### config.mk
export PLATFORM = sky130hd
export DESIGN_NAME = seq_mult_worker_flat
export DESIGN_NICKNAME = d
export VERILOG_FILES = /design/src/rtl/seq_mult_worker_pkg.sv /design/src/rtl/seq_mult_worker_if.sv /design/src/rtl/seq_mult_worker.sv /design/src/flat_wrapper.sv
export SDC_FILE = /design/constraint.sdc
export NUM_CORES = 1
export LEC_CHECK = 0
export ABC_AREA = 1
export BUFFER_PORTS_ARGS = -buffer_cell sky130_fd_sc_hd__clkbuf_2
export CAP_MARGIN = 20
export CORE_UTILIZATION = 60
export CTS_CLUSTER_DIAMETER = 30
export DETAILED_ROUTE_END_ITERATION = 16
export PLACE_DENSITY = 0.82
export SYNTH_ARGS = -nofsm -noshare
export SYNTH_HDL_FRONTEND = slang
export SYNTH_SLANG_ARGS = --single-unit
### constraint.sdc
create_clock -name clk -period 6.05 [get_ports clk]
set_input_delay 0.3025 -clock clk [delete_from_list [all_inputs] [get_ports clk]]
set_output_delay 0.3025 -clock clk [all_outputs]
set_load 0.005 [all_outputs]
### src/rtl/seq_mult_worker_pkg.sv
// Shared encodings for the start/busy/done task handshake between block controllers and workers.
package seq_mult_worker_pkg;

    typedef enum logic [3:0] {
        IDLE   = 4'b0000,
        FINISH = 4'b0001,
        BUSY   = 4'b0010
    } state_t;

    function automatic logic state_is_busy(state_t s);
        return s == BUSY;
    endfunction

    function automatic logic state_is_done(state_t s);
        return s == FINISH;
    endfunction

    // Iteration counter needs to hold WIDTH-1 and the post-increment WIDTH.
    function automatic int cnt_width(int w);
        return $clog2(w) + 1;
    endfunction

endpackage

### src/rtl/seq_mult_worker_if.sv
// Task handshake bundle: the controller drives request/operands/ack, the worker returns status/result.
interface seq_mult_worker_if #(
    parameter int WIDTH = 8
) ();
    logic                   start;
    logic [WIDTH-1:0]       a;
    logic [WIDTH-1:0]       b;
    logic                   ack;
    logic                   busy;
    logic                   done;
    logic [2*WIDTH-1:0]     product;

    modport master (
        output start, a, b, ack,
        input  busy, done, product
    );

    modport slave (
        input  start, a, b, ack,
        output busy, done, product
    );
endinterface

### src/rtl/seq_mult_worker.sv
// Unsigned shift-add multiplier acting as a task worker, one multiplier bit per cycle.
// Latency: WIDTH cycles from the accepting edge to done; fixed, no early exit.
// Backpressure: done/product held until ack; start ignored unless idle.
module seq_mult_worker
    import seq_mult_worker_pkg::*;
#(
    parameter int WIDTH = 8
) (
    input  logic             clk,
    input  logic             rst,
    seq_mult_worker_if.slave bus
);

    localparam int            CW       = cnt_width(WIDTH);
    localparam logic [CW-1:0] CNT_LAST = CW'(WIDTH - 1);

    state_t               state;
    state_t               state_nxt;
    logic [2*WIDTH-1:0]   mcand;
    logic [2*WIDTH-1:0]   acc;
    logic [2*WIDTH-1:0]   addend;
    logic [WIDTH-1:0]     mplier;
    logic [CW-1:0]        cnt;
    logic                 accept;
    logic                 last;

    assign accept = (state == IDLE) && bus.start;
    assign last   = (state == BUSY) && (cnt == CNT_LAST);
    assign addend = mplier[0] ? mcand : '0;

    always_comb begin
        state_nxt = IDLE;
        case (state)
            IDLE:    state_nxt = bus.start ? BUSY : IDLE;
            BUSY:    state_nxt = last ? FINISH : BUSY;
            FINISH:  state_nxt = bus.ack ? IDLE : FINISH;
            default: state_nxt = IDLE;
        endcase
    end

    always_ff @(posedge clk or posedge rst) begin
        if (rst) begin
            state <= IDLE;
        end else begin
            state <= state_nxt;
        end
    end

    // acc doubles as the result register, so product survives IDLE until the next accept.
    always_ff @(posedge clk or posedge rst) begin
        if (rst) begin
            mcand  <= '0;
            mplier <= '0;
            acc    <= '0;
            cnt    <= '0;
        end else if (accept) begin
            mcand  <= {{WIDTH{1'b0}}, bus.a};
            mplier <= bus.b;
            acc    <= '0;
            cnt    <= '0;
        end else if (state == BUSY) begin
            acc    <= acc + addend;
            mcand  <= mcand << 1;
            mplier <= mplier >> 1;
            cnt    <= cnt + CW'(1);
        end
    end

    assign bus.busy    = state_is_busy(state);
    assign bus.done    = state_is_done(state);
    assign bus.product = acc;

    a_busy_done_excl: assert property (@(posedge clk) disable iff (rst)
        !(bus.busy && bus.done));

    a_cnt_in_range: assert property (@(posedge clk) disable iff (rst)
        (state == BUSY) |-> (cnt <= CNT_LAST));

endmodule

### src/flat_wrapper.sv
// flat-port wrapper written by rule: the top's interface ports become plain ports
module seq_mult_worker_flat import seq_mult_worker_pkg::*;
#(
    parameter int WIDTH = 8
)
  (clk, rst, bus_start, bus_a, bus_b, bus_ack, bus_busy, bus_done, bus_product);
  seq_mult_worker_if #(.WIDTH(WIDTH)) bus_i ();
  input  logic clk;
  input  logic rst;
  input wire logic [$bits(bus_i.start)-1:0] bus_start;
  input wire logic [$bits(bus_i.a)-1:0] bus_a;
  input wire logic [$bits(bus_i.b)-1:0] bus_b;
  input wire logic [$bits(bus_i.ack)-1:0] bus_ack;
  output wire logic [$bits(bus_i.busy)-1:0] bus_busy;
  output wire logic [$bits(bus_i.done)-1:0] bus_done;
  output wire logic [$bits(bus_i.product)-1:0] bus_product;
  assign bus_i.start = bus_start;
  assign bus_i.a = bus_a;
  assign bus_i.b = bus_b;
  assign bus_i.ack = bus_ack;
  assign bus_busy = bus_i.busy;
  assign bus_done = bus_i.done;
  assign bus_product = bus_i.product;
  seq_mult_worker #(.WIDTH(WIDTH)) u_core (.clk(clk), .rst(rst), .bus(bus_i));
endmodule
==> metrics.txt, run 1 <==
# TYPE chip_impl_metric gauge
chip_impl_metric{name="setup-tns-final",unit="ns"} 0
chip_impl_metric{name="max-slew-margin-rel",unit="%"} 68.94
chip_impl_metric{name="switching_power",unit="mW"} 0.7362
chip_impl_info{name="rr_endpoint",value="u_core.bus.product[12]"} 1
chip_impl_metric{name="total_die_area",unit="um2"} 5094
chip_impl_metric{name="detailed_router_s_first_iteration_violation_count",unit=""} 175
chip_impl_metric{name="gpl.final_weighted_congestion",unit=""} 0.8362
chip_impl_metric{name="finalClockSkew",unit="ns"} 0.01153
chip_impl_metric{name="start_util",unit="%"} 64.54
chip_impl_metric{name="static-leakage-power",unit="nW"} 1.911
chip_impl_metric{name="timing_worst_slew_pin_value",unit="ns"} 0.4660
chip_impl_metric{name="maxClockFrequency",unit="MHz"} 455.6
chip_impl_metric{name="cell_area_synth",unit="um2"} 2888
chip_impl_info{name="hold_path.startpoint",value="bus_ack"} 1
chip_impl_metric{name="area_growth",unit="%"} 11.48
chip_impl_metric{name="congestion_overflow_gr",unit=""} 0
chip_impl_metric{name="floorplan.core_area",unit="um2"} 4474
chip_impl_metric{name="ff2ff_path_depth",unit=""} 13
chip_impl_info{name="run_status",value="finished, violations left"} 1
chip_impl_metric{name="synth_fp_nets",unit=""} 438
chip_impl_info{name="dominantRegCellSynth",value="sky130_fd_sc_hd__dfrtp_1"} 1
chip_impl_metric{name="power.share.combinational",unit="%"} 52.2
chip_impl_metric{name="global_route_wire_length_before_repair",unit="mm"} 10.56
chip_impl_metric{name="maximum_number_of_pins_on_one_net_before_global_route_repair",unit=""} 47
chip_impl_metric{name="grt_antenna_before_repair",unit=""} 0
chip_impl_metric{name="clock_sink_count",unit=""} 46
chip_impl_metric{name="finalWorstSetupSlack",unit="ns"} 3.855
chip_impl_metric{name="detailedRoute.firstPassIterationCount",unit=""} 10
chip_impl_metric{name="power.density_cell_area",unit="nW/um2"} 501.1
chip_impl_info{name="root_buffer",value="sky130_fd_sc_hd__clkbuf_8"} 1
chip_impl_metric{name="power.sequential.fraction",unit="%"} 33.5
chip_impl_metric{name="routed_via_density",unit=""} 5.187
chip_impl_metric{name="report.final.hold_viol_count",unit=""} 0
chip_impl_metric{name="placed_area",unit="um2"} 3079
chip_impl_metric{name="worstHoldPathCells",unit=""} 2
chip_impl_metric{name="number_of_buffers_and_inverters_on_the_critical_path",unit=""} 3
chip_impl_metric{name="placement.io_buffers",unit=""} 37
chip_impl_metric{name="post_route_cells_drive_above_1_share",unit="%"} 14.12
chip_impl_info{name="criticalPathCategory",value="reg2reg"} 1
chip_impl_metric{name="power.ir.vdd_worst",unit="V"} 0.0004299
chip_impl_metric{name="numPlacedInstances",unit=""} 481
chip_impl_metric{name="placementRows",unit=""} 24
chip_impl_metric{name="dp.final_hpwl",unit="mm"} 4.352
chip_impl_metric{name="final_worst_path_cycle_share",unit="%"} 36.28
chip_impl_info{name="failed_checks",value="design-rule violations"} 1
chip_impl_metric{name="dieWidth",unit="um"} 71.38
chip_impl_metric{name="final_period_minus_worst_setup_slack",unit="ns"} 2.195
chip_impl_metric{name="cts_resized",unit=""} 0
chip_impl_metric{name="fp.dieH",unit="um"} 71.38
chip_impl_metric{name="regToRegSetupSlack",unit="ns"} 3.86
chip_impl_metric{name="switching_share",unit="%"} 45.64
chip_impl_metric{name="synth_cells",unit=""} 401
chip_impl_metric{name="ios",unit=""} 38
chip_impl_metric{name="maxSlewViolCount",unit=""} 0
chip_impl_metric{name="routed_wire_length_per_instance",unit="um"} 12.37
chip_impl_metric{name="total_number_of_nets_in_the_final_design",unit=""} 475
chip_impl_info{name="hold-path-endpoint",value="u_core.state[0]"} 1
chip_impl_info{name="crit_slowest_cell",value="sky130_fd_sc_hd__dfrtp_1"} 1
chip_impl_metric{name="critPathArrivalTime",unit="ns"} 2.40
chip_impl_metric{name="vias",unit=""} 2547
chip_impl_info{name="cp-end-kind",value="register"} 1
chip_impl_metric{name="async_flop_share",unit="%"} 100.0
chip_impl_metric{name="critPathMaxFanout",unit=""} 17
chip_impl_metric{name="number_of_remaining_drc_errors",unit=""} 3
chip_impl_metric{name="dp_worst_setup_slack",unit="ns"} 3.865
chip_impl_metric{name="timing.max_cap.violations",unit=""} 0
chip_impl_metric{name="totalWireLength",unit="mm"} 6.073
chip_impl_metric{name="fin_cells",unit=""} 491
chip_impl_metric{name="synth.yosys.seq_area_share",unit="%"} 39.86
chip_impl_info{name="tritoncts_clock_tree",value="built"} 1
chip_impl_metric{name="grt_use_total",unit="%"} 26.77
chip_impl_metric{name="cts_inserted_buffers",unit=""} 5
chip_impl_metric{name="cts-htree-levels",unit=""} 2
chip_impl_metric{name="final_std_cell_area_no_fill",unit="um2"} 3219
chip_impl_metric{name="crit_path_required_time",unit="ns"} 6.26
chip_impl_metric{name="slowest_delay",unit="ns"} 0.64
chip_impl_info{name="rsz0062_at_grt",value="no"} 1
chip_impl_metric{name="postSynthRegisterBits",unit=""} 46
chip_impl_info{name="min-delay-path-class",value="in2reg"} 1
chip_impl_metric{name="grt_pass1_vias",unit=""} 2371
chip_impl_info{name="critical_path.top_delay_family",value="simple AND/OR/NAND/NOR gates"} 1
chip_impl_info{name="critical_path.reg2reg.startpoint",value="u_core.mplier[0]"} 1
chip_impl_metric{name="total_power",unit="mW"} 1.613
chip_impl_metric{name="setup-violations-final",unit=""} 0
chip_impl_metric{name="yosysWarnings",unit=""} 0
chip_impl_metric{name="clkLatencyLatePin",unit="ns"} 0.31
chip_impl_metric{name="clkPwrFrac",unit="%"} 14.3
chip_impl_metric{name="clk_pin_slew_worst_paths",unit="ns"} 0.09
chip_impl_metric{name="synth_edf_count",unit=""} 0
chip_impl_metric{name="ys_types",unit=""} 32
chip_impl_metric{name="antenna_cells",unit=""} 0
chip_impl_metric{name="post_synth.cell_area_avg",unit="um2"} 7.201
chip_impl_info{name="timing.critical_path.from_type",value="register"} 1
chip_impl_info{name="worst_path_most_repeated_cell",value="sky130_fd_sc_hd__nand3_1"} 1
chip_impl_metric{name="cts_max_path_buffers",unit=""} 2
chip_impl_metric{name="ant_nets",unit=""} 0
chip_impl_metric{name="p_int",unit="mW"} 0.8769
chip_impl_info{name="critical_path.cell_chain",value="nand2_1 -> inv_1 -> ha_1 -> inv_1 -> fa_1 -> inv_1 -> nand3_1 -> nand3_1 -> nand3_1 -> nand3_1 -> nand2_1 -> nand3_1 -> nand2_1"} 1
## registers in the layout (all words and copies together) (netlist names)
signal and cells:
u_core.state 2, u_core.mplier 8, u_core.cnt 4, u_core.mcand 16, u_core.bus.product 16
## layer usage
layer | part of all wire [%] | vias to the layer above | track usage [%]
met2 | 47 | 78 | 46.35
met1 | 46 | 1128 | 34.97
met5 | 0 | - | 0
li1 | - | 1325 | -
met3 | 4.8 | 16 | 4.219
met4 | 2.3 | 0 | 7.556
## how the worst max path moves through the flow
stage	startpoint	endpoint	cells after the start
floorplan	u_core.mplier[0]	u_core.bus.product[12]	15
global placement	u_core.mplier[0]	u_core.bus.product[12]	13
detailed placement	u_core.mplier[0]	u_core.bus.product[12]	13
CTS	u_core.mplier[0]	u_core.bus.product[12]	13
global route	u_core.mplier[0]	u_core.bus.product[12]	13
finish	u_core.mplier[0]	u_core.bus.product[12]	13
## cell type report
class	instances	area (um2)
Multi-Input combinational cell	259	1348
Fill cell	370	1255
Sequential cell	46	1151
Inverter	86	322.8
Timing Repair Buffer	40	222.7
Clock buffer	6	72.57
Tap cell	52	65.06
Clock inverter	2	37.54
## cells by family (layout without fill, tap and decap cells)
kind of cell	after synthesis	count (layout)	synth area share [%]
buf+inv	96	134	13.47
xor+xnor	2	2	0.6067
simple gates	192	192	27.51
flops	46	46	39.86
compound gates	48	48	10.92
fa+ha+maj	17	17	7.626
## timing repair
item | in CTS | in global routing
endpoints found under the hold margin | 0 | 13
setup buffers | 0 | 0
hold buffers | 0 | 1
setup endpoints to repair | 0 | 0
## power groups by stage
stage          registers [mW]  clock network (mW)  logic (mW)
2_1_floorplan           0.518                   0       0.662
3_3_place_gp            0.541                   0       0.805
3_5_place_dp            0.544                   0       0.832
4_1_cts                 0.540               0.235       0.836
5_1_grt                 0.558               0.244       0.968
6_report                0.540               0.231       0.842
## through the flow
stage	util [%]	hold WS [ns]
floorplan	-	0.4024
global placement	68.82	0.4873
detailed placement	68.82	0.4876
CTS	71.28	0.1753
global route	71.95	0.1808
finish	71.95	0.1832
## Yosys cell counts (all sizes together), types with 2 or more instances
cell type  number  area, um2
ha             16      200.2
nand2         145      551.8
o221ai         13      113.9
a21oi          11      58.81
nor2           15      56.30
nand4           2      12.51
buf             9      62.55
nand3b          2      15.01
nor3            3      20.02
or2             2      12.52
nand3          22      120.1
dfrtp          46       1151
o21ai          12      60.05
inv            86      322.8
o22ai           9      56.30
## layout by cell type, fill, tap and decap left out, drive strengths merged, types with 2 or more instances in the layout
cell    count
inv        86
o22ai       9
dfrtp      46
ha         16
nand2     145
buf         2
nor2       15
nand4       2
nand3b      2
clkbuf     43
a21oi      11
nor3        3
o21ai      12
o221ai     13
nand3      22
or2         2
No activity file was read; power rests on OpenSTA's default activity.
==> run 2, diff against run 1 <==
- ABC_AREA: 1 -> 0
- CORE_UTILIZATION: 60 -> 57
- PLACE_DENSITY: 0.82 -> 0.79
- clock period: 6.05 -> 2.1 ns (I/O delays scaled with it)
==> metrics.txt, run 2 <==
# TYPE chip_impl_metric gauge
chip_impl_metric{name="maxClockFrequency",unit="MHz"} 401.9
chip_impl_info{name="root_buffer",value="sky130_fd_sc_hd__clkbuf_8"} 1
chip_impl_metric{name="clk_pin_slew_worst_paths",unit="ns"} 0.08
chip_impl_metric{name="report.final.hold_viol_count",unit=""} 0
chip_impl_metric{name="ios",unit=""} 38
chip_impl_metric{name="gpl.final_weighted_congestion",unit=""} 0.8541
chip_impl_info{name="hold-path-endpoint",value="u_core.state[0]"} 1
chip_impl_metric{name="cts-htree-levels",unit=""} 2
chip_impl_metric{name="start_util",unit="%"} 61.11
chip_impl_metric{name="ant_nets",unit=""} 0
chip_impl_metric{name="grt_pass1_vias",unit=""} 2824
chip_impl_info{name="netlist_top_cells_area",value="sky130_fd_sc_hd__dfrtp_1 42%, sky130_fd_sc_hd__ha_1 7.3%, sky130_fd_sc_hd__o21ai_0 6.4%, sky130_fd_sc_hd__nand2_1 5.6%, sky130_fd_sc_hd__a22oi_1 3.8%"} 1
chip_impl_metric{name="congestion_overflow_gr",unit=""} 0
chip_impl_metric{name="cts_inserted_buffers",unit=""} 5
chip_impl_metric{name="static-leakage-power",unit="nW"} 1.813
chip_impl_info{name="synthMostInstantiatedCell",value="sky130_fd_sc_hd__dfrtp_1"} 1
chip_impl_metric{name="fp.dieH",unit="um"} 71.49
chip_impl_info{name="synth.largest_area_cell",value="sky130_fd_sc_hd__dfrtp_1"} 1
chip_impl_metric{name="critPathArrivalTime",unit="ns"} 2.68
chip_impl_metric{name="antenna_cells",unit=""} 0
chip_impl_metric{name="synth_cells",unit=""} 295
chip_impl_metric{name="dp.final_hpwl",unit="mm"} 5.165
chip_impl_metric{name="ys_types",unit=""} 49
chip_impl_metric{name="crit_path_required_time",unit="ns"} 2.30
chip_impl_metric{name="vias",unit=""} 2784
chip_impl_metric{name="regToRegSetupSlack",unit="ns"} -0.39
chip_impl_metric{name="total_power",unit="mW"} 4.896
chip_impl_metric{name="routed_wire_length_per_instance",unit="um"} 18.96
chip_impl_info{name="critical_path.cell_chain",value="buf_6 -> and2_4 -> ha_4 -> inv_2 -> fa_2 -> nor2b_2 -> o211ai_1 -> a21oi_1 -> or3_1 -> a32o_1"} 1
chip_impl_info{name="critical_path.top_delay_family",value="compound AO/OA/AOI/OAI gates"} 1
chip_impl_metric{name="post_route_cells_drive_above_1_share",unit="%"} 39.39
chip_impl_metric{name="detailedRoute.firstPassIterationCount",unit=""} 5
chip_impl_metric{name="postSynthRegisterBits",unit=""} 46
chip_impl_metric{name="maximum_number_of_pins_on_one_net_before_global_route_repair",unit=""} 47
chip_impl_metric{name="max-slew-margin-rel",unit="%"} 35.01
chip_impl_metric{name="fin_cells",unit=""} 448
chip_impl_metric{name="worstHoldPathCells",unit=""} 3
chip_impl_metric{name="timing_worst_slew_pin_value",unit="ns"} 0.9729
chip_impl_metric{name="global_route_wire_length_before_repair",unit="mm"} 13.48
chip_impl_info{name="rsz0062_at_grt",value="yes"} 1
chip_impl_info{name="criticalPathCategory",value="reg2reg"} 1
chip_impl_info{name="min-delay-path-class",value="in2reg"} 1
chip_impl_info{name="run_status",value="finished, violations left"} 1
chip_impl_info{name="commonest_non_fill_non_tap_cell_in_the_layout",value="sky130_fd_sc_hd__buf_4"} 1
chip_impl_metric{name="number_of_buffers_and_inverters_on_the_critical_path",unit=""} 2
chip_impl_metric{name="setup-tns-final",unit="ns"} -2.508
chip_impl_metric{name="grt_use_total",unit="%"} 34.22
chip_impl_metric{name="numPlacedInstances",unit=""} 430
chip_impl_metric{name="worst-path-stages",unit=""} 10
chip_impl_metric{name="grt_antenna_before_repair",unit=""} 0
chip_impl_info{name="layout.cells.most_common_list",value="68 x sky130_fd_sc_hd__buf_4, 45 x sky130_fd_sc_hd__dfrtp_1, 38 x sky130_fd_sc_hd__nand2_1"} 1
chip_impl_metric{name="power.density_cell_area",unit="nW/um2"} 1280
chip_impl_info{name="critical_path.reg2reg.startpoint",value="u_core.mplier[0]"} 1
chip_impl_metric{name="finalClockSkew",unit="ns"} 0.01336
chip_impl_metric{name="maxSlewViolCount",unit=""} 0
chip_impl_metric{name="post_synth.cell_area_avg",unit="um2"} 9.331
chip_impl_metric{name="cts_max_path_buffers",unit=""} 2
chip_impl_metric{name="synth_edf_count",unit=""} 0
chip_impl_metric{name="total_die_area",unit="um2"} 5111
chip_impl_metric{name="routed_via_density",unit=""} 6.214
chip_impl_metric{name="synth.yosys.seq_area_share",unit="%"} 41.82
chip_impl_metric{name="totalWireLength",unit="mm"} 8.493
chip_impl_metric{name="async_flop_share",unit="%"} 100.0
chip_impl_info{name="rr_endpoint",value="u_core.bus.product[8]"} 1
chip_impl_metric{name="total_number_of_nets_in_the_final_design",unit=""} 432
chip_impl_metric{name="timing.max_cap.violations",unit=""} 0
chip_impl_info{name="failed_checks",value="negative setup slack"} 1
chip_impl_info{name="tritoncts_clock_tree",value="built"} 1
chip_impl_metric{name="number_of_remaining_drc_errors",unit=""} 0
chip_impl_info{name="cp-end-kind",value="register"} 1
chip_impl_metric{name="clkLatencyLatePin",unit="ns"} 0.31
chip_impl_metric{name="dp_worst_setup_slack",unit="ns"} -0.3671
chip_impl_metric{name="synth_fp_nets",unit=""} 332
chip_impl_metric{name="nFillCells",unit=""} 248
chip_impl_metric{name="area_growth",unit="%"} 38.95
chip_impl_metric{name="detailed_router_s_first_iteration_violation_count",unit=""} 240
chip_impl_metric{name="fin_hold_ws",unit="ns"} 0.07109
chip_impl_metric{name="ff2ff_path_depth",unit=""} 10
chip_impl_metric{name="yosysWarnings",unit=""} 0
chip_impl_info{name="hold_path.startpoint",value="bus_ack"} 1
chip_impl_metric{name="cell_area_synth",unit="um2"} 2753
chip_impl_metric{name="dieWidth",unit="um"} 71.49
chip_impl_metric{name="placementRows",unit=""} 24
chip_impl_metric{name="netlist.area_leader.share",unit="%"} 41.82
chip_impl_info{name="timing.critical_path.from_type",value="register"} 1
chip_impl_metric{name="final_worst_path_cycle_share",unit="%"} 118.5
chip_impl_metric{name="placement.io_buffers",unit=""} 37
chip_impl_metric{name="final_period_minus_worst_setup_slack",unit="ns"} 2.488
chip_impl_metric{name="finalWorstSetupSlack",unit="ns"} -0.3883
chip_impl_metric{name="clock_sink_count",unit=""} 46
chip_impl_info{name="crit_slowest_cell",value="sky130_fd_sc_hd__dfrtp_2"} 1
chip_impl_info{name="dominantRegCellSynth",value="sky130_fd_sc_hd__dfrtp_1"} 1
chip_impl_metric{name="power.ir.vdd_worst",unit="V"} 0.0009637
chip_impl_info{name="synth.cells.most_frequent",value="46 x sky130_fd_sc_hd__dfrtp_1, 41 x sky130_fd_sc_hd__nand2_1, 35 x sky130_fd_sc_hd__o21ai_0"} 1
chip_impl_metric{name="setup-violations-final",unit=""} 10
chip_impl_metric{name="critPathMaxFanout",unit=""} 7
chip_impl_metric{name="slowest_delay",unit="ns"} 0.42
chip_impl_metric{name="floorplan.core_area",unit="um2"} 4504
[run 2: cell count changes after synthesis, moves of 9 or more]
cell,delta
sky130_fd_sc_hd__inv_1,-69
sky130_fd_sc_hd__nor2_1,-9
sky130_fd_sc_hd__and2_1,+13
sky130_fd_sc_hd__nand3_1,-18
sky130_fd_sc_hd__a22o_1,+9
sky130_fd_sc_hd__nand2_1,-101
sky130_fd_sc_hd__o21ai_0,+30
sky130_fd_sc_hd__o221ai_1,-13
sky130_fd_sc_hd__clkbuf_1,+10
sky130_fd_sc_hd__a22oi_1,+14
sky130_fd_sc_hd__o22ai_1,-9
[run 2: worst max-delay path by stage]
stage / start / end / slack, ns
global route: u_core.mplier[0] / u_core.bus.product[14] / -0.46
floorplan: u_core.mplier[0] / u_core.bus.product[14] / -0.24
CTS: u_core.mplier[0] / u_core.bus.product[14] / -0.25
detailed placement: u_core.mplier[0] / u_core.bus.product[8] / -0.37
finish: u_core.mplier[0] / u_core.bus.product[8] / -0.39
global placement: u_core.mplier[0] / u_core.bus.product[14] / -0.27
[run 2: worst min-delay path, cell delays in order]
cell,delay (ns)
sky130_fd_sc_hd__clkbuf_2,0.08
sky130_fd_sc_hd__inv_1,0.04
sky130_fd_sc_hd__a32o_1,0.11
[run 2: cell type report]
cell class / instances / area, um2 / area share [%]
clock inverter: 1 / 8.758 / 0.2290
clock buffer: 7 / 86.33 / 2.257
timing repair buffer: 111 / 758.2 / 19.82
tap: 52 / 65.06 / 1.701
inverter: 10 / 40.04 / 1.047
sequential: 46 / 1152 / 30.13
multi-input combinational: 221 / 1714 / 44.82
[run 2: logic make-up after synthesis]
logic type / after synthesis / synth area share [%]
compound gates: 108 / 26.91
xor+xnor: 7 / 2.227
fa+ha+maj: 17 / 8.000
buf+inv: 28 / 4.818
flops: 46 / 41.82
mux: 1 / 0.3637
simple gates: 88 / 15.86
[run 2: metal layers]
layer  global-route usage (%)  routed length (um)
met5                        0                   0
met4                    13.07                 193
met3                    6.048                 444
met2                    58.41                4261
met1                    43.63                3594
[run 2: what timing repair did]
item,4_1_cts,5_1_grt
buffers inserted,8,2
hold buffers,1,0
hold endpoints to repair,46,0
gates resized for setup,27,18
gates cloned,0,0
setup endpoints to repair,10,11
pin swaps,12,11
[run 2: power by group]
part           total (mW)  leakage [nW]  switching (mW)  internal, mW
Sequential           1.56         0.599           0.327          1.23
Clock               0.591        0.0489           0.319         0.273
Combinational        2.74          1.17            1.37          1.38
[run 2: per-stage QoR]
step	util (%)	instance area [um2]
after global placement	75.64	3407
final	84.92	3825
after global routing	84.92	3825
after floorplan	-	2769
after detailed placement	75.64	3407
after CTS	82.25	3705
==> run 3, diff against run 2 <==
- ABC_AREA: 0 -> not set
- CORE_UTILIZATION: 57 -> 52
- PLACE_DENSITY: 0.79 -> 0.76
- clock period: 2.1 -> 2.2 ns (I/O delays scaled with it)
==> metrics.txt, run 3 (synthesized netlist as in run 2, its figures left out) <==
# TYPE chip_impl_metric gauge
chip_impl_metric{name="worstHoldPathCells",unit=""} 2
chip_impl_metric{name="ant_nets",unit=""} 0
chip_impl_info{name="min-delay-path-class",value="in2reg"} 1
chip_impl_metric{name="cts-htree-levels",unit=""} 2
chip_impl_metric{name="p_int",unit="mW"} 2.712
chip_impl_metric{name="clock_sink_count",unit=""} 46
chip_impl_info{name="tritoncts_clock_tree",value="built"} 1
chip_impl_info{name="rsz0062_at_grt",value="yes"} 1
chip_impl_metric{name="finalWorstSetupSlack",unit="ns"} -0.2382
chip_impl_metric{name="post_route_cells_drive_above_1_share",unit="%"} 39.73
chip_impl_info{name="grt.busiest_layer",value="met2"} 1
chip_impl_metric{name="area_growth",unit="%"} 36.86
chip_impl_metric{name="clkLatencyLatePin",unit="ns"} 0.30
chip_impl_info{name="critical_path.reg2reg.startpoint",value="u_core.mplier[0]"} 1
chip_impl_metric{name="maxClockFrequency",unit="MHz"} 410.1
chip_impl_metric{name="final_period_minus_worst_setup_slack",unit="ns"} 2.438
chip_impl_metric{name="switching_power",unit="mW"} 1.841
chip_impl_metric{name="grt_pass1_vias",unit=""} 2562
chip_impl_metric{name="detailedRoute.firstPassIterationCount",unit=""} 5
chip_impl_metric{name="clk_pin_slew_worst_paths",unit="ns"} 0.10
chip_impl_metric{name="grt_util_met2",unit="%"} 47.95
chip_impl_info{name="crit_slowest_cell",value="sky130_fd_sc_hd__dfrtp_2"} 1
chip_impl_metric{name="critPathMaxFanout",unit=""} 6
chip_impl_metric{name="switching_share",unit="%"} 40.44
chip_impl_metric{name="maximum_number_of_pins_on_one_net_before_global_route_repair",unit=""} 26
chip_impl_metric{name="placement.io_buffers",unit=""} 37
chip_impl_info{name="criticalPathCategory",value="reg2reg"} 1
chip_impl_info{name="critical_path.top_delay_family",value="compound AO/OA/AOI/OAI gates"} 1
chip_impl_info{name="cp-end-kind",value="register"} 1
chip_impl_metric{name="cts_max_path_buffers",unit=""} 2
chip_impl_metric{name="placementRows",unit=""} 26
chip_impl_metric{name="number_of_buffers_and_inverters_on_the_critical_path",unit=""} 4
chip_impl_metric{name="congestion_overflow_gr",unit=""} 0
chip_impl_metric{name="start_util",unit="%"} 53.90
chip_impl_info{name="crit_path_end",value="u_core.bus.product[10]"} 1
chip_impl_metric{name="finalClockSkew",unit="ns"} 0.01407
chip_impl_metric{name="cts_inserted_buffers",unit=""} 5
chip_impl_metric{name="totalWireLength",unit="mm"} 7.953
chip_impl_metric{name="power.sequential.fraction",unit="%"} 33.1
chip_impl_metric{name="critPathArrivalTime",unit="ns"} 2.66
chip_impl_metric{name="crit_path_required_time",unit="ns"} 2.42
chip_impl_info{name="worst_path_most_repeated_cell",value="sky130_fd_sc_hd__buf_4"} 1
chip_impl_metric{name="fp.dieH",unit="um"} 74.76
chip_impl_metric{name="floorplan.core_area",unit="um2"} 5107
chip_impl_info{name="run_status",value="finished, violations left"} 1
chip_impl_info{name="root_buffer",value="sky130_fd_sc_hd__clkbuf_8"} 1
chip_impl_metric{name="antenna_cells",unit=""} 0
chip_impl_metric{name="dp.final_hpwl",unit="mm"} 4.839
chip_impl_metric{name="grt_antenna_before_repair",unit=""} 0
chip_impl_metric{name="gpl.final_weighted_congestion",unit=""} 0.9075
chip_impl_info{name="critical_path.cell_chain",value="buf_6 -> nand2_1 -> buf_4 -> fa_2 -> nor2b_1 -> o211ai_1 -> buf_4 -> buf_4 -> a211oi_4 -> nor3_2 -> o31ai_2"} 1
chip_impl_metric{name="setup-tns-final",unit="ns"} -0.8642
chip_impl_metric{name="power.density_cell_area",unit="nW/um2"} 1209
chip_impl_metric{name="routed_wire_length_per_instance",unit="um"} 17.87
chip_impl_metric{name="static-leakage-power",unit="nW"} 1.692
chip_impl_metric{name="detailed_router_s_first_iteration_violation_count",unit=""} 182
chip_impl_metric{name="regToRegSetupSlack",unit="ns"} -0.24
chip_impl_metric{name="slowest_delay",unit="ns"} 0.43
chip_impl_metric{name="total_power",unit="mW"} 4.554
chip_impl_metric{name="ff2ff_path_depth",unit=""} 11
chip_impl_info{name="timing.critical_path.from_type",value="register"} 1
chip_impl_metric{name="global_route_wire_length_before_repair",unit="mm"} 12.16
chip_impl_metric{name="dieWidth",unit="um"} 74.76
chip_impl_info{name="layout.cells.most_common_list",value="45 x sky130_fd_sc_hd__buf_4, 45 x sky130_fd_sc_hd__dfrtp_1, 39 x sky130_fd_sc_hd__nand2_1"} 1
chip_impl_metric{name="report.final.hold_viol_count",unit=""} 0
chip_impl_metric{name="total_number_of_nets_in_the_final_design",unit=""} 411
chip_impl_metric{name="maxSlewViolCount",unit=""} 0
chip_impl_metric{name="ios",unit=""} 38
chip_impl_metric{name="number_of_remaining_drc_errors",unit=""} 0
chip_impl_metric{name="total_die_area",unit="um2"} 5588
chip_impl_info{name="failed_checks",value="negative setup slack"} 1
chip_impl_metric{name="clkPwrFrac",unit="%"} 14.1
chip_impl_metric{name="power.share.combinational",unit="%"} 52.7
chip_impl_metric{name="max-slew-margin-rel",unit="%"} 63.33
chip_impl_metric{name="setup-violations-final",unit=""} 7
chip_impl_metric{name="nFillCells",unit=""} 352
chip_impl_metric{name="grt_use_total",unit="%"} 28.82
chip_impl_metric{name="timing.max_cap.violations",unit=""} 0
chip_impl_info{name="critical_path.startpoint",value="u_core.mplier[0]"} 1
chip_impl_metric{name="timing_worst_slew_pin_value",unit="ns"} 0.5501
chip_impl_metric{name="grtUsageMet3",unit="%"} 5.489
chip_impl_metric{name="power.ir.vdd_worst",unit="V"} 0.0007579
chip_impl_metric{name="final_worst_path_cycle_share",unit="%"} 110.8
chip_impl_metric{name="routed_via_density",unit=""} 6.007
chip_impl_metric{name="worst-path-stages",unit=""} 11
chip_impl_metric{name="met1_usage",unit="%"} 36.68
chip_impl_metric{name="vias",unit=""} 2673
chip_impl_info{name="rr_endpoint",value="u_core.bus.product[10]"} 1
run 3: worst min path at each step:
stage	start	to
after CTS	bus_a[0]	u_core.mcand[0]
after global placement	rst	u_core.cnt[1]
after global routing	bus_a[0]	u_core.mcand[0]
after floorplan	bus_a[0]	u_core.mcand[0]
final	bus_a[0]	u_core.mcand[0]
after detailed placement	rst	u_core.cnt[1]
run 3: through the flow:
| step | cell area (um2) | utilization (%) | setup slack [ns] | hold WS [ns] | cells |
|---|---|---|---|---|---|
| floorplan | 2764 | - | -0.1405 | 0.2797 | 295 |
| global placement | 3267 | 63.96 | -0.1574 | 0.05292 | 427 |
| detailed placement | 3267 | 63.96 | -0.2751 | 0.05139 | 427 |
| CTS | 3565 | 69.79 | -0.09731 | 0.05684 | 441 |
| global route | 3767 | 73.76 | -0.3576 | 0.06555 | 445 |
| finish | 3767 | 73.76 | -0.2382 | 0.06040 | 445 |
run 3: routing by layer:
layer	share of wire [%]	vias to the layer above
met2	49	119
met1	43	1284
met3	5.2	31
li1	-	1239
met5	0	-
met4	3.4	0
run 3: repair_timing:
item / 4_1_cts / 5_1_grt
hold buffers: 1 / 0
buffers inserted: 5 / 4
pin swaps: 9 / 18
setup endpoints to repair: 9 / 10
resized for setup: 21 / 42
hold endpoints to repair: 12 / 0
run 3: layout make-up:
cell class | count | area (um2) | share of cell area [%]
Multi-Input combinational cell | 221 | 1768 | 46.93
Sequential cell | 46 | 1152 | 30.59
Timing Repair Buffer | 90 | 611.8 | 16.24
Tap cell | 70 | 87.58 | 2.325
Clock buffer | 6 | 72.57 | 1.926
Clock inverter | 2 | 37.54 | 0.9963
Inverter | 10 | 37.54 | 0.9963
run 3: power groups by stage:
stage               Clock, mW  Sequential (mW)  Combinational [mW]
floorplan                   0             1.39                1.31
global placement            0             1.47                1.88
detailed placement          0             1.49                1.94
CTS                     0.646             1.49                2.08
global route            0.685             1.56                2.64
finish                  0.644             1.51                2.40
